File: src/rtl/ball_physics_engine_pkg.sv
// Shared widths, ball lifecycle encoding and speed helpers for the ball physics engine.
package ball_physics_engine_pkg;

    localparam int POS_W      = 11;                       // signed pixel coordinate width
    localparam int SPD_W      = 16;                       // signed fixed-point speed width
    localparam int FRAC_BITS  = 6;                        // fractional bits of speed/position
    localparam int DAMP_SHIFT = 3;                        // restitution shift for damped bounces
    localparam int SUM_W      = SPD_W + 2;                // headroom for speed sums before clamping
    localparam int PFX_W      = POS_W + FRAC_BITS + 1;    // fixed-point position width

    typedef enum logic [1:0] {
        PARKED = 2'd0,
        ACTIVE = 2'd1,
        LOST   = 2'd2
    } ball_state_e;

    typedef logic signed [SPD_W-1:0] spd_t;
    typedef logic signed [SUM_W-1:0] sum_t;
    typedef logic signed [PFX_W-1:0] pos_t;

    // Sign-extend a speed into the wide summing format.
    function automatic sum_t sx_spd(input spd_t v);
        return {{(SUM_W-SPD_W){v[SPD_W-1]}}, v};
    endfunction

    // Sign-extend a speed into the position format.
    function automatic pos_t sx_pos(input spd_t v);
        return {{(PFX_W-SPD_W){v[SPD_W-1]}}, v};
    endfunction

    // Saturate a wide speed sum into [-lim, +lim].
    function automatic spd_t clamp_spd(input sum_t v, input sum_t lim);
        sum_t neg_lim;
        neg_lim = -lim;
        if (v > lim)
            return lim[SPD_W-1:0];
        else if (v < neg_lim)
            return neg_lim[SPD_W-1:0];
        return v[SPD_W-1:0];
    endfunction

endpackage

File: src/rtl/ball_physics_engine_if.sv
// Control, collision and pixel-output bundle between the game logic and the ball physics engine.
interface ball_physics_engine_if
    import ball_physics_engine_pkg::*;
#(
    parameter int N_BALLS = 2
);
    logic                       startOfFrame;
    logic                       pause;
    logic                       reset_level;
    logic                       launch;
    logic [N_BALLS-1:0]         colTop;
    logic [N_BALLS-1:0]         colLeft;
    logic [N_BALLS-1:0]         colRight;
    logic [N_BALLS-1:0]         colFlipper;
    logic [N_BALLS-1:0]         colObstacle;
    logic [N_BALLS*4-1:0]       hitEdgeCode;
    logic signed [SPD_W-1:0]    flipperSpeedX;
    logic [N_BALLS-1:0]         impulseValid;
    logic signed [SPD_W-1:0]    impulseX;
    logic signed [SPD_W-1:0]    impulseY;
    logic [N_BALLS*POS_W-1:0]   topLeftX;
    logic [N_BALLS*POS_W-1:0]   topLeftY;
    logic [N_BALLS*2-1:0]       ballState;
    logic [N_BALLS-1:0]         ballLostPulse;
    logic                       allLost;

    modport master (
        output startOfFrame, pause, reset_level, launch,
        output colTop, colLeft, colRight, colFlipper, colObstacle, hitEdgeCode,
        output flipperSpeedX, impulseValid, impulseX, impulseY,
        input  topLeftX, topLeftY, ballState, ballLostPulse, allLost
    );

    modport slave (
        input  startOfFrame, pause, reset_level, launch,
        input  colTop, colLeft, colRight, colFlipper, colObstacle, hitEdgeCode,
        input  flipperSpeedX, impulseValid, impulseX, impulseY,
        output topLeftX, topLeftY, ballState, ballLostPulse, allLost
    );
endinterface

File: src/rtl/ball_physics_engine_channel.sv
// One ball channel: lifecycle FSM, speed with bounce/kick/impulse/gravity, clamped, and position.
// Optional PHYS_DAMPING_EN: bounces lose |v| >> DAMP_SHIFT of magnitude instead of exact negation.
module ball_physics_channel
    import ball_physics_engine_pkg::*;
#(
    parameter int GRAVITY      = 2,
    parameter int MAX_SPEED    = 1024,
    parameter int LAUNCH_SPEED = 512,
    parameter int INIT_X       = 300,
    parameter int INIT_Y       = 400,
    parameter int BOTTOM_Y     = 479
) (
    input  logic             clk,
    input  logic             i_rst,
    input  logic             i_frame,
    input  logic             i_pause,
    input  logic             i_level_rst,
    input  logic             i_grant,
    input  logic             i_col_top,
    input  logic             i_col_left,
    input  logic             i_col_right,
    input  logic             i_col_flipper,
    input  logic             i_col_obstacle,
    input  logic [3:0]       i_edge,
    input  spd_t             i_flip_spd_x,
    input  logic             i_imp_valid,
    input  spd_t             i_imp_x,
    input  spd_t             i_imp_y,
    output logic [POS_W-1:0] o_pix_x,
    output logic [POS_W-1:0] o_pix_y,
    output logic [1:0]       o_state,
    output logic             o_lost_pulse
);

    localparam sum_t L_MAX    = sum_t'(MAX_SPEED);
    localparam sum_t L_GRAV   = sum_t'(GRAVITY);
    localparam spd_t L_LAUNCH = spd_t'(-LAUNCH_SPEED);
    localparam pos_t L_INIT_X = pos_t'(INIT_X * (2 ** FRAC_BITS));
    localparam pos_t L_INIT_Y = pos_t'(INIT_Y * (2 ** FRAC_BITS));
    localparam pos_t L_BOTTOM = pos_t'(BOTTOM_Y);

    ball_state_e r_state, w_state_next;
    spd_t        r_vx, r_vy, w_vx_next, w_vy_next;
    pos_t        r_px, r_py, w_px_next, w_py_next;
    logic        r_lost_pulse, w_lost_pulse_next;

    logic        w_vx_neg, w_vx_pos, w_vy_neg, w_vy_pos;
    logic        w_flip_x, w_flip_y, w_kick, w_lost_now;
    sum_t        w_vx_sum, w_vy_sum;
    spd_t        w_vx_evt, w_vy_evt, w_vy_grav;
    pos_t        w_px_frame, w_py_frame, w_py_frame_pix;

    // Reverse a speed; damped builds also shave a fraction off the magnitude.
    function automatic sum_t flip_spd(input spd_t v);
        sum_t v_ext;
`ifdef PHYS_DAMPING_EN
        sum_t mag;
`endif
        v_ext = sx_spd(v);
`ifdef PHYS_DAMPING_EN
        mag = v_ext[SUM_W-1] ? -v_ext : v_ext;
        mag = mag - (mag >>> DAMP_SHIFT);
        return v_ext[SUM_W-1] ? mag : -mag;
`else
        return -v_ext;
`endif
    endfunction

    // Event speed (bounce, kick, impulse), gravity step and frame position from current registers.
    always_comb begin
        w_vx_neg   = r_vx[SPD_W-1];
        w_vx_pos   = !r_vx[SPD_W-1] && (r_vx != '0);
        w_vy_neg   = r_vy[SPD_W-1];
        w_vy_pos   = !r_vy[SPD_W-1] && (r_vy != '0);
        // A surface only reflects a ball that is moving into it.
        w_flip_x   = ((i_col_left  || (i_col_obstacle && i_edge[3])) && w_vx_neg) ||
                     ((i_col_right || (i_col_obstacle && i_edge[1])) && w_vx_pos);
        w_flip_y   = ((i_col_top     || (i_col_obstacle && i_edge[2])) && w_vy_neg) ||
                     ((i_col_flipper || (i_col_obstacle && i_edge[0])) && w_vy_pos);
        w_kick     = i_col_flipper && w_vy_pos;
        w_vx_sum   = (w_flip_x ? flip_spd(r_vx) : sx_spd(r_vx)) +
                     (w_kick ? sx_spd(i_flip_spd_x) : '0) +
                     (i_imp_valid ? sx_spd(i_imp_x) : '0);
        w_vy_sum   = (w_flip_y ? flip_spd(r_vy) : sx_spd(r_vy)) +
                     (i_imp_valid ? sx_spd(i_imp_y) : '0);
        w_vx_evt   = clamp_spd(w_vx_sum, L_MAX);
        w_vy_evt   = clamp_spd(w_vy_sum, L_MAX);
        w_vy_grav  = clamp_spd(sx_spd(w_vy_evt) + L_GRAV, L_MAX);
        // Position advances with the speed held before this cycle's events.
        w_px_frame = r_px + sx_pos(r_vx);
        w_py_frame = r_py + sx_pos(r_vy);
        w_py_frame_pix = w_py_frame >>> FRAC_BITS;
        w_lost_now = (w_py_frame_pix > L_BOTTOM);
    end

    // Lifecycle next-state: level reset parks, pause freezes, launch grant and drain move on.
    always_comb begin
        w_state_next = r_state;
        if (i_level_rst) begin
            w_state_next = PARKED;
        end else if (!i_pause) begin
            case (r_state)
                PARKED:  if (i_grant) w_state_next = ACTIVE;
                ACTIVE:  if (i_frame && w_lost_now) w_state_next = LOST;
                LOST:    w_state_next = LOST;
                default: w_state_next = PARKED;
            endcase
        end
    end

    // Datapath outputs of the FSM: speed, position and drain pulse for the next cycle.
    always_comb begin
        w_vx_next         = r_vx;
        w_vy_next         = r_vy;
        w_px_next         = r_px;
        w_py_next         = r_py;
        w_lost_pulse_next = 1'b0;
        if (i_level_rst) begin
            w_vx_next = '0;
            w_vy_next = '0;
            w_px_next = L_INIT_X;
            w_py_next = L_INIT_Y;
        end else if (!i_pause) begin
            if ((r_state == PARKED) && i_grant) begin
                w_vx_next = '0;
                w_vy_next = L_LAUNCH;
            end else if (r_state == ACTIVE) begin
                w_vx_next = w_vx_evt;
                w_vy_next = w_vy_evt;
                if (i_frame) begin
                    w_px_next         = w_px_frame;
                    w_py_next         = w_py_frame;
                    w_vy_next         = w_vy_grav;
                    w_lost_pulse_next = w_lost_now;
                end
            end
        end
    end

    // State register.
    always_ff @(posedge clk) begin
        if (i_rst) r_state <= PARKED;
        else       r_state <= w_state_next;
    end

    // Speed, position and pulse registers.
    always_ff @(posedge clk) begin
        if (i_rst) begin
            r_vx         <= '0;
            r_vy         <= '0;
            r_px         <= L_INIT_X;
            r_py         <= L_INIT_Y;
            r_lost_pulse <= 1'b0;
        end else begin
            r_vx         <= w_vx_next;
            r_vy         <= w_vy_next;
            r_px         <= w_px_next;
            r_py         <= w_py_next;
            r_lost_pulse <= w_lost_pulse_next;
        end
    end

    assign o_pix_x      = r_px[FRAC_BITS +: POS_W];
    assign o_pix_y      = r_py[FRAC_BITS +: POS_W];
    assign o_state      = r_state;
    assign o_lost_pulse = r_lost_pulse;

endmodule

File: src/rtl/ball_physics_engine.sv
// Multi-ball physics top: launch priority to the lowest parked ball, drain summary, channel array.
// Optional PHYS_DAMPING_EN selects damped bounces inside every channel.
module ball_physics_engine
    import ball_physics_engine_pkg::*;
#(
    parameter int N_BALLS      = 2,
    parameter int GRAVITY      = 2,
    parameter int MAX_SPEED    = 1024,
    parameter int LAUNCH_SPEED = 512,
    parameter int INIT_X       = 300,
    parameter int INIT_Y       = 400,
    parameter int BOTTOM_Y     = 479
) (
    input logic                  clk,
    input logic                  reset,
    ball_physics_engine_if.slave bus
);

    logic [N_BALLS-1:0] w_parked, w_active, w_lost, w_grant;
    logic               w_launch_ok;

    assign w_launch_ok = bus.launch && !bus.pause && !bus.reset_level;

    // Launch goes to the lowest-index parked ball only.
    always_comb begin
        logic found;
        found   = 1'b0;
        w_grant = '0;
        for (int i = 0; i < N_BALLS; i++) begin
            if (w_launch_ok && w_parked[i] && !found) begin
                w_grant[i] = 1'b1;
                found      = 1'b1;
            end
        end
    end

    assign bus.allLost = !(|w_active) && (|w_lost);

    generate
        for (genvar gi = 0; gi < N_BALLS; gi++) begin : g_ball
            ball_physics_channel #(
                .GRAVITY      (GRAVITY),
                .MAX_SPEED    (MAX_SPEED),
                .LAUNCH_SPEED (LAUNCH_SPEED),
                .INIT_X       (INIT_X),
                .INIT_Y       (INIT_Y),
                .BOTTOM_Y     (BOTTOM_Y)
            ) u_chan (
                .clk            (clk),
                .i_rst          (reset),
                .i_frame        (bus.startOfFrame),
                .i_pause        (bus.pause),
                .i_level_rst    (bus.reset_level),
                .i_grant        (w_grant[gi]),
                .i_col_top      (bus.colTop[gi]),
                .i_col_left     (bus.colLeft[gi]),
                .i_col_right    (bus.colRight[gi]),
                .i_col_flipper  (bus.colFlipper[gi]),
                .i_col_obstacle (bus.colObstacle[gi]),
                .i_edge         (bus.hitEdgeCode[gi*4 +: 4]),
                .i_flip_spd_x   (bus.flipperSpeedX),
                .i_imp_valid    (bus.impulseValid[gi]),
                .i_imp_x        (bus.impulseX),
                .i_imp_y        (bus.impulseY),
                .o_pix_x        (bus.topLeftX[gi*POS_W +: POS_W]),
                .o_pix_y        (bus.topLeftY[gi*POS_W +: POS_W]),
                .o_state        (bus.ballState[gi*2 +: 2]),
                .o_lost_pulse   (bus.ballLostPulse[gi])
            );
            assign w_parked[gi] = (bus.ballState[gi*2 +: 2] == PARKED);
            assign w_active[gi] = (bus.ballState[gi*2 +: 2] == ACTIVE);
            assign w_lost[gi]   = (bus.ballState[gi*2 +: 2] == LOST);
        end
    endgenerate

endmodule

File: src/flat_wrapper.sv
// flat-port wrapper written by rule: the top's interface ports become plain ports
module ball_physics_engine_flat import ball_physics_engine_pkg::*;
#(
    parameter int N_BALLS      = 2,
    parameter int GRAVITY      = 2,
    parameter int MAX_SPEED    = 1024,
    parameter int LAUNCH_SPEED = 512,
    parameter int INIT_X       = 300,
    parameter int INIT_Y       = 400,
    parameter int BOTTOM_Y     = 479
)
  (clk, reset, bus_startOfFrame, bus_pause, bus_reset_level, bus_launch, bus_colTop, bus_colLeft, bus_colRight, bus_colFlipper, bus_colObstacle, bus_hitEdgeCode, bus_flipperSpeedX, bus_impulseValid, bus_impulseX, bus_impulseY, bus_topLeftX, bus_topLeftY, bus_ballState, bus_ballLostPulse, bus_allLost);
  ball_physics_engine_if #(.N_BALLS(N_BALLS)) bus_i ();
  input logic clk;
  input logic reset;
  input wire logic [$bits(bus_i.startOfFrame)-1:0] bus_startOfFrame;
  input wire logic [$bits(bus_i.pause)-1:0] bus_pause;
  input wire logic [$bits(bus_i.reset_level)-1:0] bus_reset_level;
  input wire logic [$bits(bus_i.launch)-1:0] bus_launch;
  input wire logic [$bits(bus_i.colTop)-1:0] bus_colTop;
  input wire logic [$bits(bus_i.colLeft)-1:0] bus_colLeft;
  input wire logic [$bits(bus_i.colRight)-1:0] bus_colRight;
  input wire logic [$bits(bus_i.colFlipper)-1:0] bus_colFlipper;
  input wire logic [$bits(bus_i.colObstacle)-1:0] bus_colObstacle;
  input wire logic [$bits(bus_i.hitEdgeCode)-1:0] bus_hitEdgeCode;
  input wire logic [$bits(bus_i.flipperSpeedX)-1:0] bus_flipperSpeedX;
  input wire logic [$bits(bus_i.impulseValid)-1:0] bus_impulseValid;
  input wire logic [$bits(bus_i.impulseX)-1:0] bus_impulseX;
  input wire logic [$bits(bus_i.impulseY)-1:0] bus_impulseY;
  output wire logic [$bits(bus_i.topLeftX)-1:0] bus_topLeftX;
  output wire logic [$bits(bus_i.topLeftY)-1:0] bus_topLeftY;
  output wire logic [$bits(bus_i.ballState)-1:0] bus_ballState;
  output wire logic [$bits(bus_i.ballLostPulse)-1:0] bus_ballLostPulse;
  output wire logic [$bits(bus_i.allLost)-1:0] bus_allLost;
  assign bus_i.startOfFrame = bus_startOfFrame;
  assign bus_i.pause = bus_pause;
  assign bus_i.reset_level = bus_reset_level;
  assign bus_i.launch = bus_launch;
  assign bus_i.colTop = bus_colTop;
  assign bus_i.colLeft = bus_colLeft;
  assign bus_i.colRight = bus_colRight;
  assign bus_i.colFlipper = bus_colFlipper;
  assign bus_i.colObstacle = bus_colObstacle;
  assign bus_i.hitEdgeCode = bus_hitEdgeCode;
  assign bus_i.flipperSpeedX = bus_flipperSpeedX;
  assign bus_i.impulseValid = bus_impulseValid;
  assign bus_i.impulseX = bus_impulseX;
  assign bus_i.impulseY = bus_impulseY;
  assign bus_topLeftX = bus_i.topLeftX;
  assign bus_topLeftY = bus_i.topLeftY;
  assign bus_ballState = bus_i.ballState;
  assign bus_ballLostPulse = bus_i.ballLostPulse;
  assign bus_allLost = bus_i.allLost;
  ball_physics_engine #(.N_BALLS(N_BALLS), .GRAVITY(GRAVITY), .MAX_SPEED(MAX_SPEED), .LAUNCH_SPEED(LAUNCH_SPEED), .INIT_X(INIT_X), .INIT_Y(INIT_Y), .BOTTOM_Y(BOTTOM_Y)) u_core (.clk(clk), .reset(reset), .bus(bus_i));
endmodule
File: config.mk
export PLATFORM = sky130hd
export DESIGN_NAME = ball_physics_engine_flat
export DESIGN_NICKNAME = d
export VERILOG_FILES = /design/src/rtl/ball_physics_engine_pkg.sv /design/src/rtl/ball_physics_engine_if.sv /design/src/rtl/ball_physics_engine_channel.sv /design/src/rtl/ball_physics_engine.sv /design/src/flat_wrapper.sv
export SDC_FILE = /design/constraint.sdc
export NUM_CORES = 1
export LEC_CHECK = 0
export CAP_MARGIN = 5
export CORE_MARGIN = 8
export CORE_UTILIZATION = 60
export DETAILED_ROUTE_END_ITERATION = 7
export PLACE_DENSITY_LB_ADDON = 0.08
export SLEW_MARGIN = 20
export SYNTH_ARGS = -nofsm -noshare
export SYNTH_HDL_FRONTEND = slang
export SYNTH_SLANG_ARGS = --single-unit
File: constraint.sdc
create_clock -name clk -period 10.09 [get_ports clk]
set_clock_uncertainty 0.05 [all_clocks]
set_input_delay 2.018 -clock clk [delete_from_list [all_inputs] [get_ports clk]]
set_output_delay 2.018 -clock clk [all_outputs]
set_load 0.05 [all_outputs]
---- After elaboration in Yosys (flattened, before gate mapping) ----
Cells that the tools add are included.
Widths: inputs -> output; s select.
storage, ports and cells
  bits in registers ....................... 142
  input bits .............................. 74
  output and inout port bits .............. 51
  logic and storage cells ................. 185
operators by class
  $add $sub $neg .......................... 16
  order comparisons ....................... 14
  equal/unequal tests ..................... 8
  mux-type cells .......................... 58
  bitwise operators ....................... 6
  reduce and logical (&&, ||, !) cells .... 71
operator list
  operator               number
  $mux 16                28
  $mux 18                10
  $add 18x18->18         6
  $add 18x16->18         4
  $gt 18x12->1 const B   4
  $lt 18x11->1 const B   4
  $neg 16->18            4
  $reduce_bool 16->1     4
  $add 16x3->17 const B  2
  $gt 17x12->1 const B   2
  $lt 17x11->1 const B   2
  $logic_and 1x1->1      32
  $gt 12x10->1 const B   2
  $mux 1                 14
  $logic_or 1x1->1       12
  $pmux 2 s3             2
  $reduce_or 6->1        2
  $logic_not 1->1        8
  $mux 2                 4
  $ne 2x2->1 const B     4
  $reduce_and 4->1       2
  $not 1->1              6
  $reduce_and 3->1       2
  $reduce_or 2->1        3
  other kinds (5)        10

---- Longest topological paths before layout ----
Gate-level depths: netlist (run 1).
  word-level depth ........................ 18
  gate-level depth with buffers ........... 33

---- By module ----
Synthesis (run 1) repeated with hierarchy kept, for this count alone.
second synthesis, totals
  cells, all modules ...................... 2019
  area total of the unflattened synthesis .. 15476.1 um^2
modules (own cells, without submodules)
  module                                           times used  cells an instance  area each (um^2)
  ball_physics_channel at u_core.g_ball[0].u_chan  1           1008               7708.6
  ball_physics_channel at u_core.g_ball[1].u_chan  1           1002               7702.4
  ball_physics_engine                              1           9                  65.1

---- Worst setup path before layout (run 1) ----
Ideal clock, no wire load.
  kind .................................... input to register
  start ................................... input bus_hitEdgeCode[4]
  end ..................................... register u_core.g_ball[1].u_chan.r_vy[6]
  setup time .............................. 115 ps
  data arrival time ....................... 7830 ps
  required time ........................... 9925 ps
  path slack .............................. 2095 ps
  cell stages on the path ................. 25
  buffers on the path ..................... 2
  path through ............................ a21oi_1 o22ai_1 clkbuf_1 clkbuf_1 o21a_1 inv_1 ha_1 a211oi_1 o21ai_1 a21oi_1 a2111oi_0 or4b_1 o311a_4 or4_4 and2_4 nor2_1 ha_1 nand4_1 nor4b_1 nor3b_1 nor4b_1 mux2i_1 o21ai_2 a21o_4 o21ai_2
between the ends
  word-level cells in the longest chain between the ends .. 18
  elaborated cells on any way between the ends .. 22
  classes of those cells .................. 2 x add/sub; 4 x order compare; 12 x mux; 4 x reduce/logical
RTL lines
  element                 RTL line                            text
  start: declaration      flat_wrapper.sv:25                  input wire logic [$bits(bus_i.hitEdgeCode)-1:0] bus_hitEdgeCode;
  $logic_and 1x1->1 (*)   ball_physics_engine_channel.sv:79   ((i_col_flipper || (i_col_obstacle && i_edge[0])) && w_vy_pos);
  $logic_or 1x1->1 (*)    ball_physics_engine_channel.sv:79
  $logic_and 1x1->1 (*)   ball_physics_engine_channel.sv:79
  $logic_or 1x1->1 (*)    ball_physics_engine_channel.sv:78   w_flip_y = ((i_col_top || (i_col_obstacle && i_edge[2])) && w_vy_neg) ||
  $mux 18 (*)             ball_physics_engine_channel.sv:84   w_vy_sum = (w_flip_y ? flip_spd(r_vy) : sx_spd(r_vy)) +
  $add 18x18->18 (*)      ball_physics_engine_channel.sv:84
  $lt 18x11->1            ball_physics_engine_pkg.sv:37       else if (v < neg_lim)
  $mux 1                  ball_physics_engine_pkg.sv:37
  [... 2 more ...]        --
  $add 16x3->17           ball_physics_engine_channel.sv:88   w_vy_grav = clamp_spd(sx_spd(w_vy_evt) + L_GRAV, L_MAX);
  $lt 17x11->1            ball_physics_engine_pkg.sv:37
  $mux 1                  ball_physics_engine_pkg.sv:37
  $mux 1                  ball_physics_engine_pkg.sv:35       if (v > lim)
  $mux 16                 ball_physics_engine_pkg.sv:39       return v[SPD_W-1:0];
  $mux 16 (*)             ball_physics_engine_channel.sv:130  if (i_frame) begin
  $mux 16 (*)             ball_physics_engine_channel.sv:127  end else if (r_state == ACTIVE) begin
  $mux 16 (*)             ball_physics_engine_channel.sv:124  if ((r_state == PARKED) && i_grant) begin
  end signal: assignment  ball_physics_engine_channel.sv:156  r_vy <= w_vy_next;
  end: declaration        ball_physics_engine_channel.sv:43   spd_t r_vx, r_vy, w_vx_next, w_vy_next;
Every way passes the cells marked *; elsewhere a longest branch is shown, timed or not. The select of a mux whose other input is x is not followed.
A chain may end at the register's enable or synchronous reset.

---- Worst setup path in the final report (run 1) ----
  start ................................... input bus_colObstacle[1]
  end ..................................... register u_core.g_ball[1].u_chan.r_vy[4]
between the ends
  word-level cells in the longest chain between the ends .. 18
  elaborated cells on any way between the ends .. 25
  classes of those cells .................. 2 x add/sub; 4 x order compare; 12 x mux; 7 x reduce/logical
RTL lines
  element                                      RTL line                                                              text
  start: declaration                           flat_wrapper.sv:24                                                    input wire logic [$bits(bus_i.colObstacle)-1:0] bus_colObstacle;
  $logic_and 1x1->1, on equally long branches  ball_physics_engine_channel.sv:78, ball_physics_engine_channel.sv:79
  $logic_or 1x1->1, on equally long branches   ball_physics_engine_channel.sv:78, ball_physics_engine_channel.sv:79
  $logic_and 1x1->1, on equally long branches  ball_physics_engine_channel.sv:78, ball_physics_engine_channel.sv:79
  $logic_or 1x1->1 (*)                         ball_physics_engine_channel.sv:78
  $mux 18 (*)                                  ball_physics_engine_channel.sv:84
  $add 18x18->18 (*)                           ball_physics_engine_channel.sv:84
  $lt 18x11->1                                 ball_physics_engine_pkg.sv:37
  $mux 1                                       ball_physics_engine_pkg.sv:37
  [... 2 more ...]                             --
  $add 16x3->17                                ball_physics_engine_channel.sv:88
  $lt 17x11->1                                 ball_physics_engine_pkg.sv:37
  $mux 1                                       ball_physics_engine_pkg.sv:37
  $mux 1                                       ball_physics_engine_pkg.sv:35
  $mux 16                                      ball_physics_engine_pkg.sv:39
  $mux 16 (*)                                  ball_physics_engine_channel.sv:130
  $mux 16 (*)                                  ball_physics_engine_channel.sv:127
  $mux 16 (*)                                  ball_physics_engine_channel.sv:124
Marked as above.

==> metrics.md, run 1 <==
| Metric | Value |
|---|---|
| Number of setup violations in the final report | `0` |
| DRC errors left | `0` |
| Synth warn | `0` |
| Resized cells post-CTS | `0` |
| Cts hold-fix bufs | `0` |
| Clock slew seen by the registers of the worst setup and hold paths | `0.07 ns` |
| Sum of overflow across all layers after global routing | `0` |
| Count of buffers inserted at the top-level ports | `approximately 120` |
| Number of enable flip-flop cells after synthesis | `0` |
| Share of the yosys chip area belonging to registers | `between 10% and 20%` |
| Number of pins with negative max-slew slack in the final report | `0` |
| Avg Vias per Cell | `between 6 and 7` |
| Routed wire length per instance | `between 15 and 20 um` |
| Cts bufs inserted | `17` |
| TritonCTS sink count | `between 100 and 150` |
| Total length of routed wires | `44.4 mm` |
| Number of storage elements in the synthesis netlist | `between 100 and 150` |
| Chip Height | `between 150 and 200 um` |
| Final hold vios | `0` |
| Synthesized netlist net count | `between 2000 and 2500` |
| Number of nets in the finished design | `between 2000 and 2500` |
| Period Utilization, post-route | `between 80% and 90%` |
| Distinct cells, synth | `86` |
| Tightest Hold Check Type | `reg -> reg` |
| Finished layout cell area | `~17000 um2` |
| Post-placement setup slack | `1.05 ns` |
| Pleak | `7.41 nW` |
| I/O Pins | `125` |
| Initial core utilization | `approximately three fifths` |
| Number of nets with antenna violations after detailed routing | `0` |
| Status | `complete, no violations` |
| Number of setup buffers added after CTS | `0` |
| Worst-skew pair later-pin latency | `~0.43 ns` |
| Max Fanout on Critical Path | `16` |
| Max Freq | `~110 MHz` |
| Fraction of final layout cells with drive strength greater than 1 | `under 10%` |
| Min Tclk post-route | `8.74 ns` |
| Number of standard cells in the layout, taps in and fillers out | `between 2000 and 2500` |
| Syn Inst Count | `between 2000 and 2500` |
| Number of standard-cell rows in the floorplan | `59` |
| Number of buffers between clock root and the deepest sink | `2` |
| FFs w/ async S/R, synth | `0%` |
| Worst Tran Pin Value | `approximately 1.1 ns` |
| Count of inserted antenna diode cells | `0` |
| Global-route wire length before repair | `around 72 mm` |
| Max-capacitance violation count | `0` |
| Pin count of the biggest net entering global routing | `47` |
| Setup repair after global routing missed its margin | `no` |
| Crit path launch type | `input pin` |
| Worst EP arrival | `approximately 9 ns` |
| Final worst slack | `between 1 and 1.5 ns` |
| Via count of the first global-routing pass | `roughly 14000` |
| Hold slack final | `~0.41 ns` |
| Routability Congestion | `~0.94` |
| Area added between synthesis and finish | `11.4%` |
| Antenna violations before repair | `0` |
| Horizontal die dimension | `roughly 180 um` |
| Critical path class | `in -> reg` |
| Dpl cells | `about 2400` |
| Area share of the largest cell type after synthesis | `18.0%` |
| Die footprint | `between 30000 and 40000 um2` |
| Pwr dens | `~86 nW/um2` |
| Total negative slack | `0 ns` |
| Cell accounting for the most synthesized area | `dfxtp_1` |
| Clock root buffer | `clkbuf_16` |
| Power, Total | `about 1.5 mW` |
| Kind of end point of the critical path | `flip-flop` |
| IR drop worst, VDD | `approximately 87 uV` |
| Core Util, Final | `67.2%` |
| Most common flop cell mapped by yosys | `dfxtp_1` |
| Global-route total usage across every layer | `around 28%` |
| Mean post-synth cell area | `~7.5 um2` |
| Drt initial violations | `1051` |
| Max transition margin | `27.2%` |
| WP data required | `10.36 ns` |
| Cell area after synthesis | `roughly 16000 um2` |
| Overall via count from detail_route | `15000` |
| Half-perimeter wire length after detailed placement | `around 35 mm` |
| Core Region | `around 26000 um2` |
| Post-DP Area | `approximately 17000 um2` |
| CTS tree | `yes` |
| Cells taking the most area after synthesis | `dfxtp_1 (18%), ha_1 (12%), nand2_1 (6.5%)` |
| H-tree lvl count | `4` |
| First-pass detailed-route iteration total | `6` |
-- worst max-delay path: stages --
cell and delay, ns:
clkdlybuf4s50_1 0.54, a21oi_1 0.09, o22ai_1 0.55, buf_4 0.35, o31ai_1 0.11, xnor2_1 0.14, ha_1 0.36, a21oi_1 0.17
o21ai_1 0.08, a21oi_1 0.41, a2111oi_0 0.23, or4b_1 0.55, o311a_4 0.17, or4_4 0.55, and2_4 0.20, nor2_1 0.17
ha_1 0.27, nand4_1 0.20, nor4b_1 0.66, nor3b_1 0.25, nor4b_1 0.25, mux2i_1 0.17, o21ai_2 0.20, a21o_4 0.21
o21ai_2 0.07
-- report_power, final --
part           switching, mW  leakage, nW  internal, mW
Combinational          0.162         5.99         0.111
Clock                  0.283        0.290         0.369
Sequential           0.00271         1.13         0.554
Total                  0.448         7.41          1.03
-- cells by family after synthesis --
kind of cell	after synthesis	share of synthesized area, %
compound gates	546	23.2
xor+xnor	182	10.3
fa+ha+maj	190	17.3
buf+inv	238	6.88
flops	140	18.0
mux	12	0.781
simple gates	763	23.5
-- synthesized netlist by cell type (11+ instances only) --
cell / count
a22o_1: 18
a31oi_1: 15
o21ai_1: 43
fa_1: 42
nand2b_1: 22
or3_1: 18
buf_4: 46
o21ai_0: 49
ha_1: 148
nor3_1: 58
o211ai_1: 13
mux2i_1: 11
a21oi_1: 178
xor2_1: 70
nand3_1: 42
o21a_1: 19
and2_1: 48
nor2_1: 176
nor2b_1: 29
and3_1: 14
clkbuf_1: 58
o21bai_1: 11
a211oi_1: 26
xnor2_1: 112
nor4_1: 16
or4_1: 11
dfxtp_1: 140
o31ai_1: 24
a21o_1: 44
inv_1: 124
nand4_1: 14
nand2_1: 267
-- final timing paths --
path,slack [ns],end,depth (start not counted),startpoint
max,1.35,u_core.g_ball[1].u_chan.r_vy[4],25,bus_colObstacle[1]
min,0.41,u_core.g_ball[0].u_chan.r_py[4],2,u_core.g_ball[0].u_chan.r_py[4]
max reg2reg,1.50,u_core.g_ball[0].u_chan.r_vy[10],28,u_core.g_ball[0].u_chan.r_vy[2]
min reg2reg,0.41,u_core.g_ball[0].u_chan.r_py[4],2,u_core.g_ball[0].u_chan.r_py[4]
-- sequential cells by signal, summed over array words and instances, names as in the netlist --
register / flops
u_core.g_ball.u_chan.o_state: 4
u_core.g_ball.u_chan.r_px: 34
u_core.g_ball.u_chan.o_lost_pulse: 2
u_core.g_ball.u_chan.r_vx: 32
u_core.g_ball.u_chan.r_vy: 32
u_core.g_ball.u_chan.r_py: 36
-- cell type report --
cell class | count | area, um2
Clock inverter | 15 | 164
Clock buffer | 17 | 425
Tap cell | 335 | 419
Sequential cell | 140 | 2800
Multi-Input combinational cell | 1693 | 11700
Fill cell | 2255 | 8450
Timing Repair Buffer | 137 | 1340
Inverter | 130 | 488
-- cell usage in the layout (no fill, tap or decap), types with 13 or more instances in the layout --
master / n
a211oi_1: 26
a21o_1: 44
a21oi_1: 178
a22o_1: 18
a31oi_1: 15
and2_1: 48
and3_1: 14
buf_4: 13
clkbuf_16: 17
clkdlybuf4s50_1: 124
dfxtp_1: 140
fa_1: 42
ha_1: 148
inv_1: 124
nand2_1: 267
nand2b_1: 22
nand3_1: 42
nand4_1: 14
nor2_1: 173
nor2b_1: 29
nor3_1: 58
nor4_1: 16
o211ai_1: 13
o21a_1: 19
o21ai_0: 49
o21ai_1: 43
o31ai_1: 24
or3_1: 18
xnor2_1: 112
xor2_1: 70
-- layer usage --
layer / GRT usage [%] / up-vias / part of all wire [%]
li1: - / 7398 / -
met1: 36.2 / 7096 / 45
met2: 46.0 / 483 / 46
met3: 4.42 / 70 / 6.6
met4: 8.79 / 0 / 2.4
met5: 0 / - / 0
(Power assumes the default switching activity.)
==> inputs of run 2 (changes only) <==
--- a/config.mk
+++ b/config.mk
@@ -7,9 +7,8 @@
 export LEC_CHECK = 0
 export CAP_MARGIN = 5
 export CORE_MARGIN = 8
-export CORE_UTILIZATION = 60
+export CORE_UTILIZATION = 45
 export DETAILED_ROUTE_END_ITERATION = 7
-export PLACE_DENSITY_LB_ADDON = 0.08
 export SLEW_MARGIN = 20
 export SYNTH_ARGS = -nofsm -noshare
 export SYNTH_HDL_FRONTEND = slang
==> run 2 against run 1 <==
  * Routed wire length decreased by 0.54%
  * Die area increased by 30%
  * Worst hold slack improved by 0.0019 ns
  * Sequential share of layout area decreased by 0.24 points
==> metrics.md, run 2 (synthesized netlist as in run 1, its figures left out) <==
| Metric | Value |
|---|---|
| Status | `complete, no violations (unchanged)` |
| Area added between synthesis and finish | `13.1% (was 11.4%)` |
| Number of setup violations in the final report | `0 (unchanged)` |
| Max Fanout on Critical Path | `16 (unchanged)` |
| Max layer used | `met4 (unchanged)` |
| Number of setup buffers added after CTS | `0 (unchanged)` |
| Proportion of power drawn by the clock network | `46.6% (was 44.0%)` |
| Number of nets in the finished design | `2385 (was 2383)` |
| Sum of met2 wire segment lengths after detailed routing | `20.9 mm (was 20.5 mm)` |
| Resized cells post-CTS | `0 (unchanged)` |
| Total negative slack | `0 ns (unchanged)` |
| FILL cells | `3351 (was 2255)` |
| Share of total power in sequential cells | `35.9% (was 37.5%)` |
| Die footprint | `40700 um2 (was 31300 um2)` |
| CTS tree | `yes (unchanged)` |
| TritonCTS sink count | `140 (unchanged)` |
| Max Freq | `114 MHz (about the same)` |
| Via count of the first global-routing pass | `14200 (was 14400)` |
| Total length of routed wires | `44.1 mm (was 44.4 mm)` |
| Drt initial violations | `834 (was 1051)` |
| Sum of overflow across all layers after global routing | `0 (unchanged)` |
| Pin count of the biggest net entering global routing | `47 (unchanged)` |
| Number of standard cells in the layout, taps in and fillers out | `2589 (was 2467)` |
| Hold slack final | `0.410 ns (was 0.408 ns)` |
| Core Region | `34300 um2 (was 25800 um2)` |
| Largest registers | `u_core.g_ball.u_chan.r_py: 36 flops, u_core.g_ball.u_chan.r_px: 34 flops (unchanged)` |
| Flip-flop count of the largest register after layout | `36 (unchanged)` |
| Post-placement setup slack | `0.994 ns (was 1.05 ns)` |
| Internal Power | `1.13 mW (was 1.03 mW)` |
| Antenna violations before repair | `0 (unchanged)` |
| Most common cell after layout, fill and taps aside | `nand2_1 (unchanged)` |
| Dpl cells | `2557 (was 2435)` |
| IR drop worst, VDD | `110 uV (was 86.7 uV)` |
| Worst EP arrival | `9.03 ns (was 9.01 ns)` |
| Power, Total | `1.55 mW (was 1.48 mW)` |
| Fraction of power spent switching nets | `27.2% (was 30.3%)` |
| Kind of end point of the critical path | `flip-flop (unchanged)` |
| Routed length on met3 | `1.74 mm (was 2.93 mm)` |
| Routed wire length per instance | `17.1 um (was 18.0 um)` |
| Overall via count from detail_route | `14600 (was 15000)` |
| Cts hold-fix bufs | `0 (unchanged)` |
| Reg2reg setup slack | `1.46 ns (was 1.50 ns)` |
| Initial core utilization | `45.3% (was 60.3%)` |
| Number of pins with negative max-slew slack in the final report | `0 (unchanged)` |
| Max transition margin | `36.2% (was 27.2%)` |
| Chip Height | `202 um (was 177 um)` |
| Routability Congestion | `0.900 (was 0.939)` |
| Global-route wire length before repair | `72.3 mm (was 71.8 mm)` |
| WP data required | `10.36 ns (about the same)` |
| Pleak | `7.45 nW (was 7.41 nW)` |
| I/O Pins | `125 (unchanged)` |
| Count of buffers inserted at the top-level ports | `124 (unchanged)` |
| Worst Tran Pin Value | `0.944 ns (was 1.06 ns)` |
| Fraction of final layout cells with drive strength greater than 1 | `4.03% (was 3.94%)` |
| Switching pwr | `0.422 mW (was 0.448 mW)` |
| Half-perimeter wire length after detailed placement | `35.3 mm (was 34.9 mm)` |
| Setup repair after global routing missed its margin | `no (unchanged)` |
| Most frequent cells in the layout | `nand2_1 (267), a21oi_1 (178), nor2_1 (173) (unchanged)` |
| Global-route total usage across every layer | `21.3% (was 27.7%)` |
| Cts bufs inserted | `17 (unchanged)` |
| H-tree lvl count | `4 (unchanged)` |
| First-pass detailed-route iteration total | `5 (was 6)` |
| Number of nets with antenna violations after detailed routing | `0 (unchanged)` |
| Met1 wire length | `20.6 mm (was 19.9 mm)` |
| Horizontal die dimension | `202 um (was 177 um)` |
| Avg Vias per Cell | `5.65 (was 6.10)` |
| Pwr dens | `88.4 nW/um2 (was 85.6 nW/um2)` |
| Period Utilization, post-route | `86.9% (was 86.7%)` |
| Final hold vios | `0 (unchanged)` |
| Number of buffers between clock root and the deepest sink | `2 (unchanged)` |
| Number of standard-cell rows in the floorplan | `68 (was 59)` |
| Final worst slack | `1.33 ns (was 1.35 ns)` |
| DRC errors left | `0 (unchanged)` |
| Tightest Hold Check Type | `reg -> reg (unchanged)` |
| Min Tclk post-route | `8.76 ns (was 8.74 ns)` |
| Clock root buffer | `clkbuf_16 (unchanged)` |
| Max-capacitance violation count | `0 (unchanged)` |
| Crit path launch type | `input pin (unchanged)` |
| Count of inserted antenna diode cells | `0 (unchanged)` |
| Worst-skew pair later-pin latency | `0.43 ns (about the same)` |
| Clock slew seen by the registers of the worst setup and hold paths | `0.06 ns (was 0.07 ns)` |
| Largest Register | `u_core.g_ball.u_chan.r_py (unchanged)` |
| Critical path class | `in -> reg (unchanged)` |
| Logic gate share of total power | `17.5% (was 18.4%)` |
## run 2: cell types whose count changed in the layout (fill, tap and decap cells not counted), sizes merged
cell / before / now
inv: 132 / 127
bufinv: 2 / 6
buf: 13 / 15
clkbuf: 17 / 18
clkinv: 10 / 9
clkinvlp: 1 / 2
## run 2: area by class of cell
| type | count | area (um2) | area share [%] |
|---|---|---|---|
| clock buffers | 18 | 429 | 2.44 |
| flip-flops and latches | 140 | 2800 | 16.0 |
| clock inverters | 14 | 244 | 1.39 |
| well taps | 455 | 569 | 3.24 |
| multi-input cells | 1693 | 11700 | 66.5 |
| repair buffers | 139 | 1350 | 7.71 |
| inverters | 130 | 488 | 2.78 |
## run 2: per-stage QoR
stage / util, % / area [um2]
after floorplan: - / 15500
after global placement: 49.2 / 16900
final: 51.2 / 17600
after detailed placement: 49.3 / 16900
after global routing: 51.2 / 17600
after CTS: 51.2 / 17600
## run 2: critical path, cell delays in order
cell and delay (ns):
clkdlybuf4s50_1 0.49, and2_1 0.13, buf_4 0.22, a211o_1 0.24, nor2b_1 0.46, mux2i_1 0.35, inv_1 0.08, ha_1 0.31
a211oi_1 0.45, o21a_1 0.20, nor3_1 0.06, o211ai_2 0.24, and2_1 0.22, a311oi_1 0.16, nor4b_1 0.84, a22oi_1 0.34
nor2_1 0.27, ha_1 0.24, and2_1 0.27, a21oi_1 0.09, or4_1 0.42, o311a_1 0.30, a21o_1 0.28, o31a_1 0.32
## run 2: path summary, 6_finish.rpt
path,end,startpoint,cells past startpoint
worst max-delay path,u_core.g_ball[0].u_chan.r_vy[10],bus_colFlipper[0],24
worst min-delay path,u_core.g_ball[1].u_chan.r_px[0],u_core.g_ball[1].u_chan.r_px[0],2
worst min register to register,u_core.g_ball[1].u_chan.r_px[0],u_core.g_ball[1].u_chan.r_px[0],2
worst max register to register,u_core.g_ball[0].u_chan.r_vy[10],u_core.g_ball[0].u_chan.r_vy[2],29
## run 2: power groups by stage
stage	logic, mW	clock network, mW	registers (mW)
global placement	0.268	0	0.569
floorplan	0.180	0	0.569
global route	0.301	0.758	0.557
finish	0.271	0.724	0.557
detailed placement	0.270	0	0.569
CTS	0.272	0.737	0.557
## run 2: routing by layer
metal | global-route usage [%] | vias up
li1 | - | 7393
met1 | 27.9 | 6890
met3 | 2.71 | 39
met5 | 0 | -
met4 | 6.18 | 0
met2 | 36.1 | 296
==> inputs of run 3 (changes only) <==
--- a/config.mk
+++ b/config.mk
@@ -6,10 +6,8 @@
 export NUM_CORES = 1
 export LEC_CHECK = 0
 export CAP_MARGIN = 5
-export CORE_MARGIN = 8
 export CORE_UTILIZATION = 45
 export DETAILED_ROUTE_END_ITERATION = 7
-export SLEW_MARGIN = 20
 export SYNTH_ARGS = -nofsm -noshare
 export SYNTH_HDL_FRONTEND = slang
 export SYNTH_SLANG_ARGS = --single-unit
==> run 3 against run 2 <==
  * Critical path depth increased by 1
  * Die area decreased by 13%
  * Highest routed layer unchanged
  * Critical endpoint is now u_core.g_ball[1].u_chan.r_vy[6]
  * Worst hold slack got worse by 0.0075 ns
==> metrics.md, run 3 (synthesized netlist as in run 1, its figures left out) <==
| Metric | Value |
|---|---|
| Pin count of the biggest net entering global routing | `51 (was 47)` |
| Period Utilization, post-route | `86.0% (was 86.9%)` |
| Global-route wire length before repair | `72.1 mm (was 72.3 mm)` |
| Power, Total | `1.55 mW (about the same)` |
| Switching pwr | `0.413 mW (was 0.422 mW)` |
| Most common cell after layout, fill and taps aside | `nand2_1 (unchanged)` |
| Die footprint | `35300 um2 (was 40700 um2)` |
| Total negative slack | `0 ns (unchanged)` |
| Clock slew seen by the registers of the worst setup and hold paths | `0.06 ns (about the same)` |
| IR drop worst, VDD | `114 uV (was 110 uV)` |
| Flip-flop count of the largest register after layout | `36 (unchanged)` |
| WP data required | `10.36 ns (about the same)` |
| Largest Register | `u_core.g_ball.u_chan.r_py (unchanged)` |
| Fraction of power spent switching nets | `26.6% (was 27.2%)` |
| Pleak | `7.46 nW (was 7.45 nW)` |
| Cts bufs inserted | `17 (unchanged)` |
| Routed wire length per instance | `17.1 um (about the same)` |
| Clock root buffer | `clkbuf_16 (unchanged)` |
| Number of nets in the finished design | `2386 (was 2385)` |
| Drt initial violations | `832 (was 834)` |
| Chip Height | `188 um (was 202 um)` |
| CTS tree | `yes (unchanged)` |
| Half-perimeter wire length after detailed placement | `35.6 mm (was 35.3 mm)` |
| Antenna violations before repair | `0 (unchanged)` |
| Pwr dens | `88.6 nW/um2 (was 88.4 nW/um2)` |
| Number of setup violations in the final report | `0 (unchanged)` |
| Routability Congestion | `0.895 (was 0.900)` |
| Setup repair after global routing missed its margin | `no (unchanged)` |
| Number of pins with negative max-slew slack in the final report | `0 (unchanged)` |
| Final hold vios | `0 (unchanged)` |
| Tightest Hold Check Type | `reg -> reg (unchanged)` |
| Cts hold-fix bufs | `0 (unchanged)` |
| Share of total power in sequential cells | `35.8% (was 35.9%)` |
| First-pass detailed-route iteration total | `7 (was 5)` |
| Sum of overflow across all layers after global routing | `0 (unchanged)` |
| Critical path class | `in -> reg (unchanged)` |
| Number of standard-cell rows in the floorplan | `67 (was 68)` |
| Min Tclk post-route | `8.68 ns (was 8.76 ns)` |
| Worst EP arrival | `8.95 ns (was 9.03 ns)` |
| Via count of the first global-routing pass | `14200 (about the same)` |
| DRC errors left | `0 (unchanged)` |
| Status | `complete, no violations (unchanged)` |
| Worst-skew pair later-pin latency | `0.43 ns (about the same)` |
| Max Fanout on Critical Path | `20 (was 16)` |
| Logic gate share of total power | `17.7% (was 17.5%)` |
| Kind of end point of the critical path | `flip-flop (unchanged)` |
| Count of buffers inserted at the top-level ports | `124 (unchanged)` |
| Initial core utilization | `46.0% (was 45.3%)` |
| Horizontal die dimension | `188 um (was 202 um)` |
| Number of setup buffers added after CTS | `0 (unchanged)` |
| Crit path launch type | `input pin (unchanged)` |
| Proportion of power drawn by the clock network | `46.5% (was 46.6%)` |
| Count of inserted antenna diode cells | `0 (unchanged)` |
| Largest registers | `u_core.g_ball.u_chan.r_py: 36 flops, u_core.g_ball.u_chan.r_px: 34 flops (unchanged)` |
| H-tree lvl count | `4 (unchanged)` |
| Avg Vias per Cell | `5.65 (about the same)` |
| FILL cells | `3351 (unchanged)` |
| Total length of routed wires | `44.3 mm (was 44.1 mm)` |
| Worst Tran Pin Value | `0.988 ns (was 0.944 ns)` |
| I/O Pins | `125 (unchanged)` |
| Most frequent cells in the layout | `nand2_1 (267), a21oi_1 (178), nor2_1 (173) (unchanged)` |
| Core Region | `33800 um2 (was 34300 um2)` |
| Resized cells post-CTS | `0 (unchanged)` |
| Area added between synthesis and finish | `13.0% (was 13.1%)` |
| Global-route total usage across every layer | `25.2% (was 21.3%)` |
| Max transition margin | `33.5% (was 36.2%)` |
| Overall via count from detail_route | `14600 (about the same)` |
| Max Freq | `115 MHz (was 114 MHz)` |
| Max-capacitance violation count | `0 (unchanged)` |
| TritonCTS sink count | `140 (unchanged)` |
| Fraction of final layout cells with drive strength greater than 1 | `3.98% (was 4.03%)` |
| Number of nets with antenna violations after detailed routing | `0 (unchanged)` |
| Internal Power | `1.14 mW (was 1.13 mW)` |
| Number of buffers between clock root and the deepest sink | `2 (unchanged)` |
## run 3: changes by cell type in the layout (fill, tap and decap cells not counted), sizes merged
cell,delta
buf,+1
clkbuf,+3
clkinv,-3
## run 3: routing by layer
| layer | vias up | share of wire (%) | GRT usage [%] |
|---|---|---|---|
| met5 | - | 0 | 0 |
| li1 | 7393 | - | - |
| met3 | 42 | 4.0 | 2.62 |
| met4 | 0 | 2.1 | 7.82 |
| met2 | 301 | 47 | 43.2 |
| met1 | 6852 | 47 | 33.0 |
## run 3: worst paths after layout
| kind | depth (start not counted) | start | to | slack, ns |
|---|---|---|---|---|
| min reg2reg | 2 | u_core.g_ball[0].u_chan.r_px[5] | u_core.g_ball[0].u_chan.r_px[5] | 0.40 |
| min | 2 | u_core.g_ball[0].u_chan.r_px[5] | u_core.g_ball[0].u_chan.r_px[5] | 0.40 |
| max reg2reg | 30 | u_core.g_ball[1].u_chan.r_vy[2] | u_core.g_ball[1].u_chan.r_vy[6] | 1.54 |
| max | 25 | bus_colObstacle[1] | u_core.g_ball[1].u_chan.r_vy[6] | 1.41 |
## run 3: power by group through the flow
stage               clock network (mW)  logic (mW)  registers (mW)
floorplan                            0       0.180           0.569
global placement                     0       0.270           0.569
detailed placement                   0       0.271           0.569
CTS                              0.737       0.273           0.557
global route                     0.760       0.303           0.557
finish                           0.723       0.275           0.557
## run 3: cell type report
type	instances	area (um2)	share of cell area (%)
clock inverter	11	214	1.22
multi-input combinational	1693	11700	66.5
sequential	140	2800	16.0
tap	448	561	3.19
timing repair buffer	140	1360	7.75
clock buffer	21	460	2.62
inverter	130	488	2.78
## run 3: metrics by stage
step	cells	setup slack, ns	utilization, %	hold WS [ns]	instance area [um2]
after floorplan	2071	2.10	-	0.386	15500
after global placement	2551	1.33	50.0	0.392	16900
after detailed placement	2551	1.10	50.0	0.401	16900
after CTS	2583	1.53	52.0	0.407	17600
after global routing	2583	0.849	52.0	0.434	17600
final	2583	1.41	52.0	0.403	17600
## run 3: critical path, stage by stage
cell and delay, ns:
clkdlybuf4s50_1 0.54, a21oi_1 0.08, o22ai_1 0.16, buf_4 0.30
o21a_1 0.20, inv_1 0.05, ha_1 0.30, a211oi_1 0.41
o21ai_1 0.16, a21oi_1 0.45, a2111oi_0 0.24, or4b_1 0.57
o311a_4 0.18, or4_4 0.55, and2_4 0.20, nor2_1 0.18
ha_1 0.28, nand4_1 0.20, nor4b_1 0.67, nor3b_1 0.27
nor4b_1 0.27, mux2i_1 0.17, o21ai_2 0.21, a21o_4 0.21
o21ai_2 0.07
